### config.mk
export PLATFORM = sky130hd
export DESIGN_NAME = multicycle_seq
export DESIGN_NICKNAME = d
export VERILOG_FILES = /design/src/rtl/multicycle_seq_pkg.sv /design/src/rtl/multicycle_seq_timeout_cnt.sv /design/src/rtl/multicycle_seq.sv
export SDC_FILE = /design/constraint.sdc
export NUM_CORES = 1
export LEC_CHECK = 0
export BUFFER_PORTS_ARGS = -buffer_cell sky130_fd_sc_hd__buf_2
export CORE_UTILIZATION = 48
export CTS_CLUSTER_DIAMETER = 150
export DETAILED_ROUTE_END_ITERATION = 12
export MAX_ROUTING_LAYER = met4
export PLACE_DENSITY = 0.85
export SLEW_MARGIN = 20
export SYNTH_ARGS = -nofsm -noshare
export SYNTH_HDL_FRONTEND = slang
export SYNTH_SLANG_ARGS = --single-unit
### constraint.sdc
create_clock -name Clk -period 3.2 [get_ports Clk]
set_input_delay 0.16 -clock Clk [delete_from_list [all_inputs] [get_ports Clk]]
set_output_delay 0.16 -clock Clk [all_outputs]
set_load 0.03 [all_outputs]
### src/rtl/multicycle_seq_pkg.sv
// Shared definitions for the multi-cycle sequencer: state codes, opcodes, ALU selects.
// Pure declarations, no logic.
package multicycle_seq_pkg;

    typedef enum logic [2:0] {
        S_IFETCH = 3'd0,
        S_DECODE = 3'd1,
        S_EXEC   = 3'd2,
        S_MEM    = 3'd3,
        S_WB     = 3'd4,
        S_FAULT  = 3'd7
    } state_t;

    localparam logic [5:0] OPC_RTYPE = 6'b100000;
    localparam logic [5:0] OPC_LI    = 6'b111000;
    localparam logic [5:0] OPC_ADDI  = 6'b110000;
    localparam logic [5:0] OPC_B     = 6'b111111;
    localparam logic [5:0] OPC_BEQ   = 6'b000000;
    localparam logic [5:0] OPC_BNE   = 6'b000001;
    localparam logic [5:0] OPC_LW    = 6'b001111;
    localparam logic [5:0] OPC_SW    = 6'b011111;

    localparam logic [3:0] ALU_ADD = 4'b0000;
    localparam logic [3:0] ALU_SUB = 4'b0001;

    localparam int unsigned DEFAULT_TIMEOUT = 16;
    localparam int unsigned WAIT_W          = 8;

    typedef enum logic [3:0] {
        C_RTYPE, C_LI, C_ADDI, C_B, C_BEQ, C_BNE, C_LW, C_SW, C_ILLEGAL
    } op_class_t;

    function automatic op_class_t classify(input logic [5:0] opc);
        case (opc)
            OPC_RTYPE: return C_RTYPE;
            OPC_LI:    return C_LI;
            OPC_ADDI:  return C_ADDI;
            OPC_B:     return C_B;
            OPC_BEQ:   return C_BEQ;
            OPC_BNE:   return C_BNE;
            OPC_LW:    return C_LW;
            OPC_SW:    return C_SW;
            default:   return C_ILLEGAL;
        endcase
    endfunction

endpackage

### src/rtl/multicycle_seq_timeout_cnt.sv
// Memory-wait counter: clears on clr, counts on inc, flags the last permitted wait cycle.
// Latency: term is combinational from the registered count; no backpressure.
module multicycle_seq_timeout_cnt
    import multicycle_seq_pkg::*;
#(
    parameter int unsigned LIMIT = DEFAULT_TIMEOUT
) (
    input  logic clk,
    input  logic clr,
    input  logic inc,
    output logic term
);

    logic [WAIT_W-1:0] cnt;

    always_ff @(posedge clk) begin
        if (clr) begin
            cnt <= '0;
        end else if (inc) begin
            cnt <= cnt + 1'b1;
        end
    end

    // Asserted during the LIMIT-th consecutive wait cycle.
    assign term = (cnt == WAIT_W'(LIMIT - 1));

endmodule

### src/rtl/multicycle_seq.sv
// Multi-cycle CPU control sequencer: IFETCH/DECODE/EXEC/MEM/WB with sticky FAULT.
// Latency: branch 3, ALU/li/addi/sw 4, lw 5 cycles plus memory waits; Mem_Ack stalls IFETCH/MEM.
// Optional MULTICYCLE_SEQ_PERF_EN adds Cycle_Cnt/Instr_Cnt performance counters.
module multicycle_seq
    import multicycle_seq_pkg::*;
#(
    parameter int unsigned TIMEOUT = DEFAULT_TIMEOUT
) (
    input  logic        Clk,
    input  logic        Reset,
    input  logic [31:0] Instr,
    input  logic        Zero,
    input  logic        Mem_Ack,
    output logic        Mem_Req,
    output logic        PC_Sel,
    output logic        PC_LdEn,
    output logic        IR_LdEn,
    output logic        RF_WrEn,
    output logic        RF_WrData_sel,
    output logic        RF_B_sel,
    output logic        ALU_Bin_sel,
    output logic        Mem_WrEn,
    output logic [3:0]  ALU_func,
    output logic        Fault,
`ifdef MULTICYCLE_SEQ_PERF_EN
    output logic [31:0] Cycle_Cnt,
    output logic [31:0] Instr_Cnt,
`endif
    output logic [2:0]  State
);

    state_t    state;
    state_t    next_state;
    op_class_t op;
    logic      branch_taken;
    logic      wait_en;
    logic      wait_clr;
    logic      wait_term;
    logic      unused_instr_bits;

    assign op                = classify(Instr[31:26]);
    assign unused_instr_bits = ^Instr[25:4];
    assign branch_taken      = (op == C_B) || ((op == C_BEQ) && Zero) || ((op == C_BNE) && !Zero);

    always_ff @(posedge Clk) begin
        if (Reset) begin
            state <= S_IFETCH;
        end else begin
            state <= next_state;
        end
    end

    // Wait time is per state visit, so any transition restarts the count.
    assign wait_en  = ((state == S_IFETCH) || (state == S_MEM)) && !Mem_Ack;
    assign wait_clr = Reset || (next_state != state);

    multicycle_seq_timeout_cnt #(
        .LIMIT (TIMEOUT)
    ) u_wait (
        .clk  (Clk),
        .clr  (wait_clr),
        .inc  (wait_en),
        .term (wait_term)
    );

    always_comb begin
        next_state    = state;
        Mem_Req       = 1'b0;
        PC_Sel        = 1'b0;
        PC_LdEn       = 1'b0;
        IR_LdEn       = 1'b0;
        RF_WrEn       = 1'b0;
        RF_WrData_sel = 1'b0;
        RF_B_sel      = 1'b0;
        ALU_Bin_sel   = 1'b0;
        Mem_WrEn      = 1'b0;
        ALU_func      = ALU_ADD;
        case (state)
            S_IFETCH: begin
                Mem_Req = 1'b1;
                if (Mem_Ack) begin
                    IR_LdEn    = 1'b1;
                    PC_LdEn    = 1'b1;
                    next_state = S_DECODE;
                end else if (wait_term) begin
                    next_state = S_FAULT;
                end
            end
            S_DECODE: begin
                next_state = (op == C_ILLEGAL) ? S_FAULT : S_EXEC;
            end
            S_EXEC: begin
                case (op)
                    C_RTYPE: begin
                        ALU_func   = Instr[3:0];
                        next_state = S_WB;
                    end
                    C_LI, C_ADDI: begin
                        ALU_Bin_sel = 1'b1;
                        next_state  = S_WB;
                    end
                    C_LW: begin
                        ALU_Bin_sel = 1'b1;
                        next_state  = S_MEM;
                    end
                    C_SW: begin
                        ALU_Bin_sel = 1'b1;
                        RF_B_sel    = 1'b1;
                        next_state  = S_MEM;
                    end
                    C_B, C_BEQ, C_BNE: begin
                        ALU_func   = ALU_SUB;
                        PC_LdEn    = branch_taken;
                        PC_Sel     = branch_taken;
                        next_state = S_IFETCH;
                    end
                    default: next_state = S_FAULT;
                endcase
            end
            S_MEM: begin
                Mem_Req  = 1'b1;
                Mem_WrEn = (op == C_SW);
                if (Mem_Ack) begin
                    next_state = (op == C_SW) ? S_IFETCH : S_WB;
                end else if (wait_term) begin
                    next_state = S_FAULT;
                end
            end
            S_WB: begin
                RF_WrEn       = 1'b1;
                RF_WrData_sel = (op == C_LW);
                next_state    = S_IFETCH;
            end
            S_FAULT: next_state = S_FAULT;
            default: next_state = S_FAULT;
        endcase
    end

    assign Fault = (state == S_FAULT);
    assign State = state;

`ifdef MULTICYCLE_SEQ_PERF_EN
    always_ff @(posedge Clk) begin
        if (Reset) begin
            Cycle_Cnt <= '0;
            Instr_Cnt <= '0;
        end else begin
            if (state != S_FAULT) begin
                Cycle_Cnt <= Cycle_Cnt + 1'b1;
            end
            if ((next_state == S_IFETCH) && (state != S_IFETCH)) begin
                Instr_Cnt <= Instr_Cnt + 1'b1;
            end
        end
    end
`else
    // Counters are compiled out entirely in the default build.
`endif

endmodule

== Word level (Yosys, flattened, before mapping) ==
Index checks and enable logic that the tools add are counted.

* Div/mod/pow operators: 0
* Add/subtract/negate cells: 1
* Mux-type cells: 23
* Bitwise operators: 0
* Reductions and logical operators: 17
* Magnitude comparators: 0
* Equality and inequality tests: 22
* Shift operators: 0
* $mul: 0

{| class="wikitable"
|+ Operator list
! cell !! count
|-
| $pmux W4 S8 || 1
|-
| $eq A6 B6 Y1 const B || 4
|-
| $eq A4 B3 Y1 const B || 4
|-
| $mux W3 || 5
|-
| $pmux W3 S5 || 1
|-
| $mux W1 || 12
|-
| $pmux W3 S3 || 1
|-
| $add A8 B1 Y8 const B || 1
|-
| $eq A4 B2 Y1 const B || 2
|-
| $eq A8 B4 Y1 const B || 1
|-
| $pmux W4 S2 || 1
|-
| $eq A3 B2 Y1 const B || 2
|-
| $eq A3 B3 Y1 const B || 2
|-
| $eq A6 B1 Y1 const B || 1
|-
| $eq A6 B4 Y1 const B || 1
|-
| $eq A6 B5 Y1 const B || 1
|-
| $logic_not A6 Y1 || 1
|-
| $reduce_or A3 Y1 || 2
|-
| $eq A4 B1 Y1 const B || 1
|-
| $eq A4 B4 Y1 const B || 1
|-
| $logic_not A4 Y1 || 1
|-
| $logic_or A1 B1 Y1 || 4
|-
| $mux W4 || 1
|-
| $reduce_or A2 Y1 || 2
|-
| other kinds (7) || 10
|}

* Logic and storage cells: 65
* Memories: 0
* Bits in read-only memories: 0
* Input bits: 36
* RAM bits: 0
* Register bits: 11
* Latch bits: 0

== Depth between registers and ports, before layout ==
Gate-level depths: netlist (run 1).

* Depth in word-level cells: 8
* Mapped depth: 7
* Depth with buffers taken out: 6

== By module ==
From an unflattened synthesis (run 1), not the netlist that was laid out.

* Cell total of the unflattened synthesis: 112
* Area, all modules: 855.8 um^2

{| class="wikitable"
|+ By module, submodules not included
! module !! cells an instance !! times used !! seq. area each (um^2) !! area an instance (um^2)
|-
| multicycle_seq || 75 || 1 || 60.1 || 515.5
|-
| multicycle_seq_timeout_cnt || 37 || 1 || 160.2 || 340.3
|}

== Worst setup path before layout (run 1) ==
Ideal clock, no wire load.

* Kind: register to output
* Start point: reg state[2] (netlist: State[2])
* End point: out RF_WrData_sel
* Data required time: 3.040 ns
* Path slack: 0.300 ns
* Arrival time: 2.740 ns
* Stages on the path, launching flop included: 4
* Cells stage by stage: dfxtp_1 > clkbuf_1 > nor3b_1 > nor4b_1

* Longest elaborated chain between the ends: 2

{| class="wikitable"
|+ RTL lines
! what !! RTL line !! RTL
|-
| start: declaration || multicycle_seq.sv:32 || <nowiki>state_t state;</nowiki>
|-
| start signal: assignment || multicycle_seq.sv:49 || <nowiki>state <= next_state;</nowiki>
|-
| $eq A3 B3 Y1 || multicycle_seq.sv:78 || <nowiki>case (state)</nowiki>
|-
| $mux W1 || multicycle_seq.sv:78 ||
|-
| end: declaration || multicycle_seq.sv:19 || <nowiki>output logic RF_WrData_sel,</nowiki>
|}

No other way between the ends.

== Worst setup path after layout (run 1) ==
* Start point: reg state[1] (netlist: State[1])
* End point: out ALU_func[2]

* Longest elaborated chain between the ends: 2

{| class="wikitable"
|+ RTL lines
! what !! RTL line !! RTL
|-
| $eq A3 B2 Y1 || multicycle_seq.sv:78 ||
|-
| $mux W4 || multicycle_seq.sv:78 ||
|-
| end: declaration || multicycle_seq.sv:23 || <nowiki>output logic [3:0] ALU_func,</nowiki>
|}

No other way between the ends.

==> flow_summary.toml, run 1 <==
[pwr]
power.density_nw_per_um2 = 750
power.total_mw = 0.844
p_leak_nw = 0.483
ir_drop_mv = 0.388

[synth]
synth_compound_area_share_pct = 20.2
avgSynthCellArea_sq_um = 8.11
yosys_warnings = 0
synth_seq_cells = 11
postSynth.asyncResetShare_pct = 0
synthAdderAreaFrac_pct = 1.28
synth_top_family_by_area = "simple AND/OR/NAND/NOR gates"
synth_simple_gate_area_share_pct = 38.4
syn_inst = 121
synth_area_sq_um = 981
synth_nets = 158
seq_area_frac_synth_pct = 22.4
synth_edf_count = 0
synth-xor-area-share_pct = 7.14
synth_mux_area_share_pct = 1.02
synth_top_flop_cell = "dfxtp_1"
synth.distinct_cells = 46

[detailed_routing]
drt-initial-drc-count = 38
drc = 0
ant_nets = 0
first_pass_iters = 4
via_count = 1049
drt-total-wl_mm = 2.36
routedWlPerCell_um = 13.7
vias_per_cell = 6.10

[clock_network]
postCtsSetupBuffers = 0
post_cts_resized = 0
root_buffer = "clkbuf_4"
worstSkewPairLatency_ns = 0.27
clk_path_buf_depth = 2
cts_buffers = 3
cts_sinks = 11
path_clk_slew_ns = 0.06
cts_tree = "done"
cts_hold_buffers = 0
h-tree-depth = 1

[status]
status = "finished, final reports clean"

[floorplan]
die_w_um = 47.2
dieArea_sq_um = 2230
fp.dieH_um = 47.2
core_area_sq_um = 1820
initial_utilization_pct = 53.9
rows = 15
boundaryPins = 53

[place]
gp_congestion = 0.818
io_buffers = 30
dpl.hpwl_mm = 1.75

[sta]
final.min_clock_period_ns = 2.36
setup_viol = 0
rsz0062_at_grt = "false"
fin_setup_tns_ns = 0
fin_crit_sh_pct = 73.7
clock_skew_ns = 0.00598
drv_slew = 0
slew_headroom_pct = 63.9
timing_hold_violations_final = 0
worstMarginPinSlew_ns = 0.534
fmax_ghz = 0.424

[worst_setup_path]
end_kind = "primary output"
cp_cell_sequence = "or3b_2 -> nor4_1 -> and2_1 -> buf_2"
crit_path_start_kind = "flip-flop"
worstPathRequired_ns = 3.04
cpMaxStageDelayCell = "or3b_2"
criticalPathCategory = "reg2out"
arrival_ns = 2.20
cp_slowest_stage_delay_ns = 0.60
cp_max_fo = 13

[global_routing]
grtUsageTotal_pct = 23.5
grt.overflow.total = 0
grt_pass1_wl_mm = 3.60
grt_max_degree = 16
grt_pass1_vias = 797
antenna_found_initial = 0

[finish]
nNetsFinal = 185
final_common_cell = "buf_2"
drive_gt1_share_pct = 31.3
layout_common_cells = "buf_2, dfxtp_1, nor2_1"
area_delta_synth_final_pct = 14.7
num_antenna_cells = 0

[min_path]
worstHoldPathType = "in2reg"

[run]
cap_violations = 0
[metal layers]
metal	wire, um	global-route usage, %	vias to the layer above
li1	-	-	520
met1	1090	30.7	487
met2	1100	36.4	40
met3	164	6.92	2
met4	8	3.43	0
met5	0	-	-
[where the power goes]
part           switching, mW  total [mW]  internal [mW]
Combinational          0.335       0.528          0.193
Sequential            0.0632       0.223          0.160
Clock                 0.0451      0.0934         0.0483
[worst max-delay path, delay by kind of cell, from the launching register on]
kind / cells / cell delay [ns]
AND/OR/NAND/NOR: 3 / 1.16
flip-flops: 1 / 0.58
buffers and inverters: 1 / 0.19
[state kept, by name, summed over array words and instances (netlist names)]
name,count
u_wait.cnt,8
State,3
[kinds of logic after synthesis]
group / after synthesis
compound gates: 27
fa+ha+maj: 1
xor+xnor: 8
buf+inv: 14
mux: 1
simple gates: 59
flops: 11
[path summary, 6_finish.rpt]
check	startpoint	depth (start not counted)	slack, ns	end
worst max-delay path	State[1]	4	0.84	ALU_func[2]
worst min register to register	u_wait.cnt[1]	2	0.55	u_wait.cnt[1]
worst min-delay path	Reset	2	0.10	State[0]
worst max register to register	State[1]	4	0.95	u_wait.cnt[5]
[metrics by stage]
step	instances	hold WS [ns]	instance area, sq um	utilization, %	worst slack [ns]
2_1_floorplan	121	0.229	981	-	0.300
3_3_place_gp	168	0.373	1100	60.3	0.986
3_5_place_dp	168	0.378	1100	60.3	0.921
4_1_cts	172	0.0936	1120	61.8	0.855
5_1_grt	172	0.0909	1120	61.8	0.670
6_report	172	0.105	1120	61.8	0.842
[cell type report]
| class | instances | area, sq um |
|---|---|---|
| inverter | 4 | 15.0 |
| clock buffer | 4 | 26.3 |
| sequential | 11 | 220 |
| tap | 25 | 31.3 |
| fill | 164 | 696 |
| multi-input combinational | 96 | 667 |
| timing repair buffer | 32 | 165 |
[cells in the mapped netlist (2+ instances only)]
| library cell | count | area [sq um] |
|---|---|---|
| nand2b_1 | 2 | 12.5 |
| xnor2_1 | 2 | 17.5 |
| nand2_1 | 5 | 18.8 |
| dfxtp_1 | 11 | 220 |
| nand3_1 | 3 | 15.0 |
| a22oi_1 | 3 | 22.5 |
| clkbuf_8 | 2 | 27.5 |
| o21ai_0 | 3 | 15.0 |
| nor2_1 | 9 | 33.8 |
| a211oi_1 | 8 | 60.1 |
| nor3_1 | 6 | 30.0 |
| buf_6 | 2 | 22.5 |
| buf_2 | 2 | 10.0 |
| clkbuf_1 | 3 | 11.3 |
| and2_1 | 3 | 18.8 |
| a32oi_1 | 2 | 17.5 |
| a21oi_1 | 2 | 10.0 |
| nor4_1 | 2 | 12.5 |
| xor2_1 | 6 | 52.6 |
| a31oi_1 | 2 | 12.5 |
| inv_1 | 4 | 15.0 |
| or4_1 | 2 | 15.0 |
| nand4_1 | 6 | 37.5 |
| or2b_2 | 3 | 26.3 |
| and3_1 | 3 | 18.8 |
| nor4b_1 | 4 | 35.0 |
| and4b_1 | 2 | 20.0 |
(Power assumes the default switching activity.)
==> run 2, diff against run 1 <==
--- a/config.mk
+++ b/config.mk
@@ -5,12 +5,13 @@
 export SDC_FILE = /design/constraint.sdc
 export NUM_CORES = 1
 export LEC_CHECK = 0
+export ABC_AREA = 1
 export BUFFER_PORTS_ARGS = -buffer_cell sky130_fd_sc_hd__buf_2
-export CORE_UTILIZATION = 48
+export CORE_UTILIZATION = 39
 export CTS_CLUSTER_DIAMETER = 150
 export DETAILED_ROUTE_END_ITERATION = 12
 export MAX_ROUTING_LAYER = met4
-export PLACE_DENSITY = 0.85
+export PLACE_DENSITY = 0.75
 export SLEW_MARGIN = 20
 export SYNTH_ARGS = -nofsm -noshare
 export SYNTH_HDL_FRONTEND = slang
==> constraint.sdc (replaced) <==
create_clock -name Clk -period 2.15 [get_ports Clk]
set_input_delay 0.1075 -clock Clk [delete_from_list [all_inputs] [get_ports Clk]]
set_output_delay 0.1075 -clock Clk [all_outputs]
set_load 0.03 [all_outputs]
==> run 2 against run 1 <==
  * Cell area grew 1.7%
  * Area after synthesis shrank 5.5%
  * Cell count grew 22%
  * Critical path type is now reg2reg
  * Largest cell class unchanged
==> flow_summary.toml, run 2 <==
[global_routing]
grt_busiest_layer = "met2"
grt_max_degree = 10
grt_use_met3_pct = 5.45
grt.overflow.total = 0
antenna_found_initial = 0
grt_pass1_vias = 901
use_met2_pct = 32.7
use_met1_pct = 20.7
grtUsageTotal_pct = 18.8
grt_pass1_wl_mm = 3.58

[clock_network]
root_buffer = "clkbuf_4"
postCtsSetupBuffers = 0
cts_hold_buffers = 1
h-tree-depth = 1
cts_tree = "done"
path_clk_slew_ns = 0.07
clk_path_buf_depth = 2
cts_sinks = 11
post_cts_resized = 0
cts_buffers = 3
worstSkewPairLatency_ns = 0.27

[finish]
max_flop_register = "u_wait.cnt"
largest_reg_flops = 8
num_antenna_cells = 0
final_common_cell = "nand2_1"
nNetsFinal = 220
nFillCells = 242
layout_common_cells = "nand2_1, nor2_1, buf_2"
drive_gt1_share_pct = 26.9
final_util_pct = 51.2
area_delta_synth_final_pct = 23.3

[min_path]
holdCritStartpoint = "Mem_Ack"
worstHoldPathType = "in2reg"
min_path_cells = 4

[synth]
synth_top_area_share_pct = 23.8
postSynth.asyncResetShare_pct = 0
synth_edf_count = 0
seq_area_frac_synth_pct = 23.8
synth_area_leaders = "dfxtp_1, nand2_1, nor2_1, inv_1, nand3_1"
synth_nets = 185
yosys-top-cells-count = "nand2_1, nor2_1, inv_1"
synth_top_area_cell = "dfxtp_1"
synth_area_sq_um = 927
avgSynthCellArea_sq_um = 6.26
syn_inst = 148
synth_seq_cells = 11
synth_top_flop_cell = "dfxtp_1"
yosys_warnings = 0
post-synth-top-count-cell = "nand2_1"
synth.distinct_cells = 29

[sta]
rsz0062_at_grt = "false"
fin_crit_sh_pct = 86.2
worstMarginPinSlew_ns = 0.412
final.min_clock_period_ns = 1.85
clock_skew_ns = 0.00564
slew_headroom_pct = 72.5
timing_hold_violations_final = 0
fin_setup_tns_ns = 0
drv_slew = 0
setup_viol = 0
fmax_ghz = 0.539

[worst_setup_path]
crit_start = "State[0]"
cpMostUsedCell = "nand3_2"
cp_max_fo = 8
cpLargestDelayFamily = "simple AND/OR/NAND/NOR gates"
end_kind = "flip-flop"
reg2regPathDepth = 8
cp_slowest_stage_delay_ns = 0.57
regToRegStartpoint = "State[0]"
criticalPathCategory = "reg2reg"
r2r_slack_ns = 0.30
worstSetupPathDepth = 8
worstPathRequired_ns = 2.36
crit_path_start_kind = "flip-flop"
arrival_ns = 2.06
cpMaxStageDelayCell = "dfxtp_1"
path_buf_inv = 0
cp_cell_sequence = "nand3_2 -> a21oi_4 -> nand2_1 -> nand3_2 -> nor2_1 -> nor2_2 -> nand3_2 -> nor2_1"

[place]
gp_congestion = 0.847
io_buffers = 30
dpl.hpwl_mm = 1.68

[floorplan]
core_area_sq_um = 2230
fp.dieH_um = 50.8
boundaryPins = 53
rows = 17
dieArea_sq_um = 2580
initial_utilization_pct = 41.5
die_w_um = 50.8

[detailed_routing]
drc = 0
via_count = 1034
drt-total-wl_mm = 2.06
drt-initial-drc-count = 24
routedWlPerCell_um = 9.82
ant_nets = 0
vias_per_cell = 4.92
first_pass_iters = 4

[status]
status = "finished, final reports clean"

[pwr]
power.density_nw_per_um2 = 986
ir_drop_mv = 0.536
power.total_mw = 1.13
p_leak_nw = 0.614

[run]
cap_violations = 0
-- run 2: changes by cell type in the layout (fill, tap and decap cells not counted), moves of 4 or more --
cell,previous run,this run
nand2_1,5,33
nand3_2,0,4
nor2_1,9,30
a211oi_1,8,0
nor4b_1,4,0
inv_1,4,21
nor3_1,6,2
nand3_1,3,9
-- run 2: kinds of logic (layout without fill, tap and decap cells) --
group	Yosys count	count (layout)	synth area share (%)
buffers and inverters	25	59	10.3
adders and majority gates	1	1	1.35
DFF	11	11	23.8
xor gates and xnor gates	7	7	6.61
AOI/OAI and AO/OA	9	9	6.88
and+or+nand+nor	94	94	50.1
muxes	1	1	1.08
-- run 2: layer usage --
layer  part of all wire (%)  wire (um)
met1                     43        897
met4                    1.2         25
met5                      0          0
met2                     50       1020
met3                    5.6        115
-- run 2: per-stage QoR --
| stage | hold slack, ns | setup slack (ns) | instance area [sq um] | instances |
|---|---|---|---|---|
| floorplan | 0.177 | 0.267 | 927 | 148 |
| global placement | 0.290 | 0.369 | 1110 | 205 |
| detailed placement | 0.290 | 0.315 | 1110 | 205 |
| CTS | 0.241 | 0.271 | 1140 | 210 |
| global route | 0.262 | 0.0629 | 1140 | 210 |
| finish | 0.248 | 0.296 | 1140 | 210 |
-- run 2: area by class of cell --
type	count	area [sq um]	area share [%]
clock buffers	4	26.3	2.30
inverters	24	90.1	7.88
multi-input cells	112	612	53.5
flip-flops and latches	11	220	19.3
well taps	28	35.0	3.06
repair buffers	31	160	14.0
-- run 2: where the power goes --
part	total [mW]	internal, mW	switching [mW]
clock	0.141	0.0720	0.0687
sequential	0.294	0.232	0.0619
combinational	0.693	0.221	0.472
total	1.13	0.525	0.602
-- run 2: path summary, 6_finish.rpt --
check,end
setup reg to reg,u_wait.cnt[7]
hold / removal,u_wait.cnt[0]
setup / recovery,u_wait.cnt[7]
hold reg to reg,u_wait.cnt[1]
-- run 2: worst min-delay path, delay by kind of cell --
family | cells | cell delay (ns)
AO/OA/AOI/OAI | 1 | 0.07
XOR/XNOR | 1 | 0.13
buffers and inverters | 1 | 0.13
AND/OR/NAND/NOR | 1 | 0.04
